`src/rtl/time_keeper_if.sv`:
```
// time_keeper_if: bundles the time-setting inputs and the wall-clock outputs
// of time_keeper. The slave modport is the keeper itself; the master modport
// is whoever drives the setting (receiver or bench).
// Optional outputs ore_bcd/minute_bcd exist only with TIME_KEEPER_BCD_EN.
interface time_keeper_if;
    logic [4:0]  ore_in;
    logic [5:0]  minute_in;
    logic        load;
    logic        run_en;
    logic [4:0]  ore;
    logic [5:0]  minute;
    logic [5:0]  secunde;
    logic        sec_tick;
    logic        valid;
    logic        load_err;
    logic        go_home;
    logic [10:0] minutes_left;
`ifdef TIME_KEEPER_BCD_EN
    logic [7:0]  ore_bcd;
    logic [7:0]  minute_bcd;
`endif

    modport master (
        output ore_in, minute_in, load, run_en,
        input  ore, minute, secunde, sec_tick, valid, load_err, go_home, minutes_left
`ifdef TIME_KEEPER_BCD_EN
        , input ore_bcd, minute_bcd
`endif
    );

    modport slave (
        input  ore_in, minute_in, load, run_en,
        output ore, minute, secunde, sec_tick, valid, load_err, go_home, minutes_left
`ifdef TIME_KEEPER_BCD_EN
        , output ore_bcd, minute_bcd
`endif
    );
endinterface

```
`src/rtl/time_keeper.sv`:
```
// time_keeper: running hh:mm:ss wall clock advanced by a TICK_DIV prescaler,
// reloaded on the rising edge of load with a legal hh:mm, plus registered
// "go home" flag and minutes-left count (1-cycle lag behind the time).
// Optional macro TIME_KEEPER_BCD_EN adds registered BCD hour/minute outputs.
// Load semantics: load is a level; only the cycle where load=1 and the
// registered copy load_q=0 counts as a request. There is no backpressure.
module time_keeper #(
    parameter int TICK_DIV  = 50000000,
    parameter int HOME_HOUR = 16,
    parameter int HOME_MIN  = 0
) (
    input logic          clock,
    input logic          reset,
    time_keeper_if.slave bus
);
    localparam int              PW         = (TICK_DIV > 1) ? $clog2(TICK_DIV) : 1;
    localparam logic [PW-1:0]   PRESC_MAX  = PW'(TICK_DIV - 1);
    localparam logic [10:0]     HOME_TOTAL = 11'(HOME_HOUR * 60 + HOME_MIN);

    logic          load_q;
    logic [PW-1:0] presc_q, presc_d;
    logic [4:0]    ore_q, ore_d;
    logic [5:0]    minute_q, minute_d;
    logic [5:0]    secunde_q, secunde_d;
    logic          sec_tick_q, sec_tick_d;
    logic          valid_q, valid_d;
    logic          load_err_q, load_err_d;
    logic          go_home_q, go_home_d;
    logic [10:0]   minutes_left_q, minutes_left_d;
    logic [10:0]   total;

    logic load_edge, load_legal, run, tick;

    assign load_edge  = bus.load & ~load_q;
    assign load_legal = (bus.ore_in <= 5'd23) && (bus.minute_in <= 6'd59);
    assign run        = valid_q & bus.run_en;
    assign tick       = run && (presc_q == PRESC_MAX);

    // Next time state: an accepted load beats a coincident tick.
    always_comb begin
        presc_d    = presc_q;
        ore_d      = ore_q;
        minute_d   = minute_q;
        secunde_d  = secunde_q;
        valid_d    = valid_q;
        sec_tick_d = 1'b0;
        load_err_d = load_edge & ~load_legal;
        if (load_edge && load_legal) begin
            ore_d     = bus.ore_in;
            minute_d  = bus.minute_in;
            secunde_d = 6'd0;
            presc_d   = '0;
            valid_d   = 1'b1;
        end else if (tick) begin
            presc_d    = '0;
            sec_tick_d = 1'b1;
            if (secunde_q == 6'd59) begin
                secunde_d = 6'd0;
                if (minute_q == 6'd59) begin
                    minute_d = 6'd0;
                    ore_d    = (ore_q == 5'd23) ? 5'd0 : ore_q + 5'd1;
                end else begin
                    minute_d = minute_q + 6'd1;
                end
            end else begin
                secunde_d = secunde_q + 6'd1;
            end
        end else if (run) begin
            presc_d = presc_q + 1'b1;
        end
    end

    // Derived outputs from the current (registered) time.
    always_comb begin
        total          = 11'(ore_q) * 11'd60 + 11'(minute_q);
        go_home_d      = valid_q && (total >= HOME_TOTAL);
        minutes_left_d = (valid_q && !go_home_d) ? (HOME_TOTAL - total) : 11'd0;
    end

    // State registers with asynchronous active-low clear.
    always_ff @(posedge clock or negedge reset) begin
        if (!reset) begin
            load_q         <= 1'b0;
            presc_q        <= '0;
            ore_q          <= 5'd0;
            minute_q       <= 6'd0;
            secunde_q      <= 6'd0;
            sec_tick_q     <= 1'b0;
            valid_q        <= 1'b0;
            load_err_q     <= 1'b0;
            go_home_q      <= 1'b0;
            minutes_left_q <= 11'd0;
        end else begin
            load_q         <= bus.load;
            presc_q        <= presc_d;
            ore_q          <= ore_d;
            minute_q       <= minute_d;
            secunde_q      <= secunde_d;
            sec_tick_q     <= sec_tick_d;
            valid_q        <= valid_d;
            load_err_q     <= load_err_d;
            go_home_q      <= go_home_d;
            minutes_left_q <= minutes_left_d;
        end
    end

    assign bus.ore          = ore_q;
    assign bus.minute       = minute_q;
    assign bus.secunde      = secunde_q;
    assign bus.sec_tick     = sec_tick_q;
    assign bus.valid        = valid_q;
    assign bus.load_err     = load_err_q;
    assign bus.go_home      = go_home_q;
    assign bus.minutes_left = minutes_left_q;

`ifdef TIME_KEEPER_BCD_EN
    logic [7:0] ore_bcd_q, minute_bcd_q;

    // Binary 0..59 to two BCD digits by successive compare/subtract.
    function automatic logic [7:0] to_bcd(input logic [5:0] v);
        logic [5:0] r;
        logic [3:0] t;
        r = v;
        t = 4'd0;
        if (r >= 6'd40) begin r = r - 6'd40; t = t + 4'd4; end
        if (r >= 6'd20) begin r = r - 6'd20; t = t + 4'd2; end
        if (r >= 6'd10) begin r = r - 6'd10; t = t + 4'd1; end
        return {t, 4'(r)};
    endfunction

    // BCD copies of the time, same 1-cycle lag as go_home.
    always_ff @(posedge clock or negedge reset) begin
        if (!reset) begin
            ore_bcd_q    <= 8'h00;
            minute_bcd_q <= 8'h00;
        end else begin
            ore_bcd_q    <= to_bcd({1'b0, ore_q});
            minute_bcd_q <= to_bcd(minute_q);
        end
    end

    assign bus.ore_bcd    = ore_bcd_q;
    assign bus.minute_bcd = minute_bcd_q;
`endif
endmodule

```
`src/flat_wrapper.sv`:
```
// flat-port wrapper written by rule: the top's interface ports become plain ports
module time_keeper_flat 
#(
    parameter int TICK_DIV  = 50000000,
    parameter int HOME_HOUR = 16,
    parameter int HOME_MIN  = 0
)
  (clock, reset, bus_ore_in, bus_minute_in, bus_load, bus_run_en, bus_ore, bus_minute, bus_secunde, bus_sec_tick, bus_valid, bus_load_err, bus_go_home, bus_minutes_left);
  time_keeper_if bus_i ();
  input logic clock;
  input logic reset;
  input wire logic [$bits(bus_i.ore_in)-1:0] bus_ore_in;
  input wire logic [$bits(bus_i.minute_in)-1:0] bus_minute_in;
  input wire logic [$bits(bus_i.load)-1:0] bus_load;
  input wire logic [$bits(bus_i.run_en)-1:0] bus_run_en;
  output wire logic [$bits(bus_i.ore)-1:0] bus_ore;
  output wire logic [$bits(bus_i.minute)-1:0] bus_minute;
  output wire logic [$bits(bus_i.secunde)-1:0] bus_secunde;
  output wire logic [$bits(bus_i.sec_tick)-1:0] bus_sec_tick;
  output wire logic [$bits(bus_i.valid)-1:0] bus_valid;
  output wire logic [$bits(bus_i.load_err)-1:0] bus_load_err;
  output wire logic [$bits(bus_i.go_home)-1:0] bus_go_home;
  output wire logic [$bits(bus_i.minutes_left)-1:0] bus_minutes_left;
  assign bus_i.ore_in = bus_ore_in;
  assign bus_i.minute_in = bus_minute_in;
  assign bus_i.load = bus_load;
  assign bus_i.run_en = bus_run_en;
  assign bus_ore = bus_i.ore;
  assign bus_minute = bus_i.minute;
  assign bus_secunde = bus_i.secunde;
  assign bus_sec_tick = bus_i.sec_tick;
  assign bus_valid = bus_i.valid;
  assign bus_load_err = bus_i.load_err;
  assign bus_go_home = bus_i.go_home;
  assign bus_minutes_left = bus_i.minutes_left;
  time_keeper #(.TICK_DIV(TICK_DIV), .HOME_HOUR(HOME_HOUR), .HOME_MIN(HOME_MIN)) u_core (.clock(clock), .reset(reset), .bus(bus_i));
endmodule
```
`config.mk`:
```
export PLATFORM = sky130hd
export DESIGN_NAME = time_keeper_flat
export DESIGN_NICKNAME = d
export VERILOG_FILES = /design/src/rtl/time_keeper_if.sv /design/src/rtl/time_keeper.sv /design/src/flat_wrapper.sv
export SDC_FILE = /design/constraint.sdc
export NUM_CORES = 1
export LEC_CHECK = 0
export CAP_MARGIN = 20
export CELL_PAD_IN_SITES_DETAIL_PLACEMENT = 1
export CELL_PAD_IN_SITES_GLOBAL_PLACEMENT = 1
export CORE_ASPECT_RATIO = 0.5
export CORE_MARGIN = 2
export CORE_UTILIZATION = 44
export DETAILED_ROUTE_END_ITERATION = 8
export PLACE_DENSITY = 0.8
export SYNTH_ARGS = -nofsm -noshare
export SYNTH_HDL_FRONTEND = slang
export SYNTH_SLANG_ARGS = --single-unit
```
`constraint.sdc`:
```
create_clock -name clock -period 5.6 [get_ports clock]
set_clock_uncertainty 0.2 [all_clocks]
set_input_delay 1.12 -clock clock [delete_from_list [all_inputs] [get_ports clock]]
set_output_delay 1.12 -clock clock [all_outputs]
set_load 0.02 [all_outputs]
```
# [Yosys cells after proc, flatten, opt, wreduce, memory -nomap -nowiden]
# Index checks and enable logic that the tools add are counted.
[totals] regBits=59 in_bits=15 out_inout_bits=32 word_cells=59
[op_classes] n_addsub=6 n_mul=1 n_lt_le_gt_ge=3 n_eq_ne=4 n_mux=18 n_bitwise=5 reduce_logical=12
[ops] cell="26-bit 2-to-1 mux" count=3
[ops] cell="6-bit 2-to-1 mux" count=7
[ops] cell="26-bit by 1-bit adder with 26-bit output, second input constant" count=1
[ops] cell="26-bit equality test, second input constant" count=1
[ops] cell="5-bit 2-to-1 mux" count=5
[ops] cell="6-bit by 1-bit adder with 6-bit output, second input constant" count=2
[ops] cell="6-bit equality test, second input constant" count=2
[ops] cell="11-bit by 6-bit adder with 11-bit output" count=1
[ops] cell="11-bit by 10-bit greater-or-equal comparator with 1-bit output, second input constant" count=1
[ops] cell="11-bit 2-to-1 mux" count=1
[ops] cell="10-bit by 11-bit subtractor with 11-bit output, first input constant" count=1
[ops] cell="5-bit by 4-bit multiplier with 9-bit output, second input constant" count=1
[ops] cell="6-bit <= comparator, second input constant" count=1
[ops] cell="2-bit nonzero test" count=3
[ops] cell="5-bit by 1-bit adder with 5-bit output, second input constant" count=1
[ops] cell="5-bit equality test, second input constant" count=1
[ops] cell="5-bit <= comparator, second input constant" count=1
[ops] cell="1-bit logical AND" count=5
[ops] cell="1-bit AND" count=3
[ops] cell="3-bit AND reduction" count=1
[ops] cell="3-bit nonzero test" count=1
[ops] cell="1-bit 2-to-1 mux" count=2
[ops] cell="1-bit NOT" count=2
[ops] cell="2-bit AND reduction" count=1
[ops] cell="1-bit logical NOT" count=1

# [Depth between registers and ports, before layout]
[logic_depth] depth_word=7 mapped_depth=13 depth_no_buf=12

# [Worst setup path after synthesis]
# OpenSTA, ideal clock, no wires.
[synth_path] path_kind="register to register" from="reg u_core.ore_q[0], in the netlist u_core.bus.ore[0]" to="reg u_core.minutes_left_q[9], in the netlist u_core.bus.minutes_left[9]" setup_ps=140 t_arrival_ps=3680 required_time_ps=5260 slack_ps=1580 path_stages_with_launch=14 path_buffers=1 period_less_slack_ps=4020 cell_sequence="dfrtp_1 fa_1 inv_1 fa_1 fa_1 inv_1 ha_1 nor2_1 a21o_1 xnor2_1 o2111ai_1 a211oi_2 buf_2 nor4b_1"
[synth_between] elab_chain_cells=7 elab_cells_between_ends=8 classes_between="add/sub (2); mul (1); order compare (1); mux (1); reduce/logical (3)"
[synth_lines] element="from (decl)" line_no="time_keeper.sv:22" rtl="logic [4:0] ore_q, ore_d;"
[synth_lines] element="from (signal assigned)" line_no="time_keeper.sv:96" rtl="ore_q <= ore_d;"
[synth_lines] element="5-bit by 4-bit multiplier with 9-bit output *" line_no="time_keeper.sv:75" rtl="total = 11'(ore_q) * 11'd60 + 11'(minute_q);"
[synth_lines] element="11-bit by 6-bit adder with 11-bit output *" line_no="time_keeper.sv:75"
[synth_lines] element="11-bit by 10-bit greater-or-equal comparator with 1-bit output" line_no="time_keeper.sv:76" rtl="go_home_d = valid_q && (total >= HOME_TOTAL);"
[synth_lines] element="1-bit logical AND" line_no="time_keeper.sv:76"
[synth_lines] element="1-bit logical NOT" line_no="time_keeper.sv:77" rtl="minutes_left_d = (valid_q && !go_home_d) ? (HOME_TOTAL - total) : 11'd0;"
[synth_lines] element="1-bit logical AND" line_no="time_keeper.sv:77"
[synth_lines] element="11-bit 2-to-1 mux *" line_no="time_keeper.sv:77"
[synth_lines] element="named net u_core.minutes_left_d[9]" line_no="time_keeper.sv:29" rtl="logic [10:0] minutes_left_q, minutes_left_d;"
[synth_lines] element="to (signal assigned)" line_no="time_keeper.sv:103" rtl="minutes_left_q <= minutes_left_d;"
[synth_lines] element="to (decl)" line_no="time_keeper.sv:29"
# The timed path passes the listed nets; every way through them passes the cells marked *.
# A chain may end at the register's enable or synchronous reset.

# [Worst setup path after layout]
[layout_path] from="reg u_core.ore_q[0], in the netlist u_core.bus.ore[0]" to="reg u_core.minutes_left_q[3], in the netlist u_core.bus.minutes_left[3]"
# The elaborated chain is that of the path after synthesis.

==> results.py <==
metrics = {
    "drt": {
        "vias": 3350,
        "drt-total-wl_um": 10550,
        "wire_per_inst_um": 17.70,
        "drt_first_pass_iters": 4,
        "drc_errors": 0,
        "postRouteAntennaNets": 0,
        "avgViaCountPerCell": 5.621,
        "first_iter_violations": 172,
    },
    "cells_and_area": {
        "finalNetCount": 522,
        "antennaDiodeCount": 0,
        "syn2layout_area_growth_pct": 20.80,
        "layout-drive-gt1-share_pct": 6.263,
        "nFillCells": 990,
    },
    "logic_synthesis": {
        "synthFlopType": "dfrtp_1",
        "synthArstFlopShare_pct": 100.0,
        "yosys.area_share.adder_pct": 11.30,
        "netlist_area_um2": 3965,
        "syn_inst": 425,
        "synth_enable_flop_cells": 0,
        "yosys.area.top_type_share_pct": 37.24,
        "synth_mux_area_share_pct": 0.2524,
        "synthTopCellsByArea": "dfrtp_1, ha_1, xor2_1",
        "yosys.area_share.simple_pct": 22.06,
        "synth_xor_area_share_pct": 7.731,
        "synth_commonest_cells": "dfrtp_1, nor2_1, inv_1",
        "synth_seq_area_share_pct": 37.24,
        "yosysMostFrequentCell": "dfrtp_1",
        "ys_ff_latch": 59,
        "syn_area_per_cell_um2": 9.330,
        "synth_compound_gate_area_share_pct": 17.23,
        "yosysTopAreaCell": "dfrtp_1",
        "synth_cell_types": 65,
        "syn_nets": 471,
        "synth_top_family_by_area": "simple AND/OR/NAND/NOR gates",
        "yosys_warnings": 0,
    },
    "setup_path": {
        "worstSetupStartpointType": "register",
        "crit_slowest_cell": "a211oi_2",
        "crit_arrival_ns": 4.56,
        "crit_buf_inv": 2,
        "max_stage_delay_ns": 0.73,
        "required_ns": 5.57,
        "crit_chain": "fa_1 -> inv_1 -> fa_1 -> fa_1 -> inv_1 -> ha_1 -> nor2_1 -> a21o_1 -> xnor2_1 -> o2111ai_1 -> a211oi_2 -> nor3_1",
        "path_class": "reg2reg",
        "cp_max_fo": 12,
        "path_delay_family": "adder cells",
        "path_common_cell": "fa_1",
        "crit_path_end_kind": "register",
    },
    "global_route": {
        "grt_overflow": 0,
        "grt_pass1_vias": 3565,
        "grt_pass1_wl_um": 17980,
        "grt_max_degree": 60,
        "grt_antenna_before_repair": 0,
        "grt_use_total_pct": 22.79,
    },
    "timing": {
        "final.min_clock_period_ns": 4.597,
        "setup_tns_ns": 0,
        "hold_viol": 0,
        "finalCritPeriodShare_pct": 82.10,
        "slew_headroom_pct": 26.37,
        "rsz0062_at_grt": "false",
        "worst_pin_slew_ns": 1.077,
        "fmax_mhz": 217.5,
        "setup_viol": 0,
        "slew_violations": 0,
    },
    "clocking": {
        "hold_buffers": 0,
        "cts_htree_levels": 3,
        "clk_latency_ns": 0.33,
        "cts_setup_buffers": 0,
        "clk_pin_slew_ns": 0.05,
        "cts_resized": 0,
        "cts-root-buf": "clkbuf_16",
        "cts.sinks": 59,
        "cts_buffers": 9,
        "cts_tree": "built",
        "cts.path.max_buffers": 2,
    },
    "placement": {
        "port_buffers": 46,
        "place_hpwl_um": 7512,
        "place.gp.congestion": 0.8375,
    },
    "outcome": {
        "outcome": "completed",
    },
    "floorplanning": {
        "die_h_um": 71.13,
        "die_area_um2": 9833,
        "initial_core_util_pct": 45.38,
        "die_w_um": 138.3,
        "rows": 24,
        "io_pins": 47,
        "coreArea_um2": 8738,
    },
    "min_path": {
        "hold_class": "reg2reg",
    },
    "flow_run": {
        "maxCapViolCount": 0,
    },
}
## per-layer routing
metal / up-vias / global-route usage, % / wire length (um)
met2: 29 / 39.55 / 5290
met1: 1684 / 29.20 / 4900
met5: - / 0 / 0
met3: 15 / 5.078 / 210
li1: 1622 / - / -
met4: 0 / 6.463 / 149
## kinds of logic (layout without fill, tap and decap cells)
| kind of cell | Yosys count | in the layout |
|---|---|---|
| XOR/XNOR | 35 | 35 |
| AO/OA/AOI/OAI | 94 | 94 |
| AND/OR/NAND/NOR | 165 | 165 |
| adder cells (fa/ha/maj) | 31 | 31 |
| multiplexers | 1 | 1 |
| buffers and inverters | 40 | 94 |
| flip-flops | 59 | 59 |
## through the flow
stage	std cells	setup slack (ns)	hold slack [ns]	utilization (%)	instance area, um2
2_1_floorplan	425	1.580	0.2737	-	3965
3_3_place_gp	582	1.199	0.3005	51.95	4539
3_5_place_dp	582	1.052	0.3080	51.95	4539
4_1_cts	596	1.011	0.3456	54.81	4790
5_1_grt	596	0.7640	0.3677	54.81	4790
6_report	596	1.003	0.3419	54.81	4790
## final cells by class
class                   instances  area, um2  share of cell area [%]
inverters                      31      116.4                   2.429
multi-input cells             326       2322                   48.48
clock inverters                 3      17.52                  0.3657
clock buffers                  11      232.7                   4.859
repair buffers                 49      478.0                   9.979
flip-flops and latches         59       1476                   30.83
well taps                     117      146.4                   3.056
## cell usage in the layout (no fill, tap or decap), drive strengths merged, types with 17 or more instances in the layout
cell type and instances:
dfrtp 59, nor3 21, xor2 21, nand3 17
clkdlybuf4s50 45, nor2 43, inv 31, o21ai 22
ha 23, a21oi 21, nand2 27
## state kept, by name, indices dropped and copies added, names as in the netlist
register and flops:
u_core.bus.load_err 1, u_core.bus.minute 6, u_core.bus.minutes_left 11, u_core.bus.sec_tick 1
u_core.bus.valid 1, u_core.load_q 1, u_core.bus.go_home 1, u_core.bus.ore 5
u_core.bus.secunde 6, u_core.presc_q 26
## final timing paths
check | startpoint | endpoint | slack, ns | cells after the start
max | u_core.bus.ore[0] | u_core.bus.minutes_left[3] | 1.00 | 12
min | u_core.presc_q[14] | u_core.presc_q[14] | 0.34 | 1
max reg2reg | u_core.bus.ore[0] | u_core.bus.minutes_left[3] | 1.00 | 12
min reg2reg | u_core.presc_q[14] | u_core.presc_q[14] | 0.34 | 1
max in group asynchronous | reset | u_core.presc_q[24] | 3.94 | 2
min in group asynchronous | reset | u_core.bus.minutes_left[9] | 0.73 | 2
Power is not shown: default switching activity piles up to over one toggle a cycle in this logic, so the estimate is an artifact.
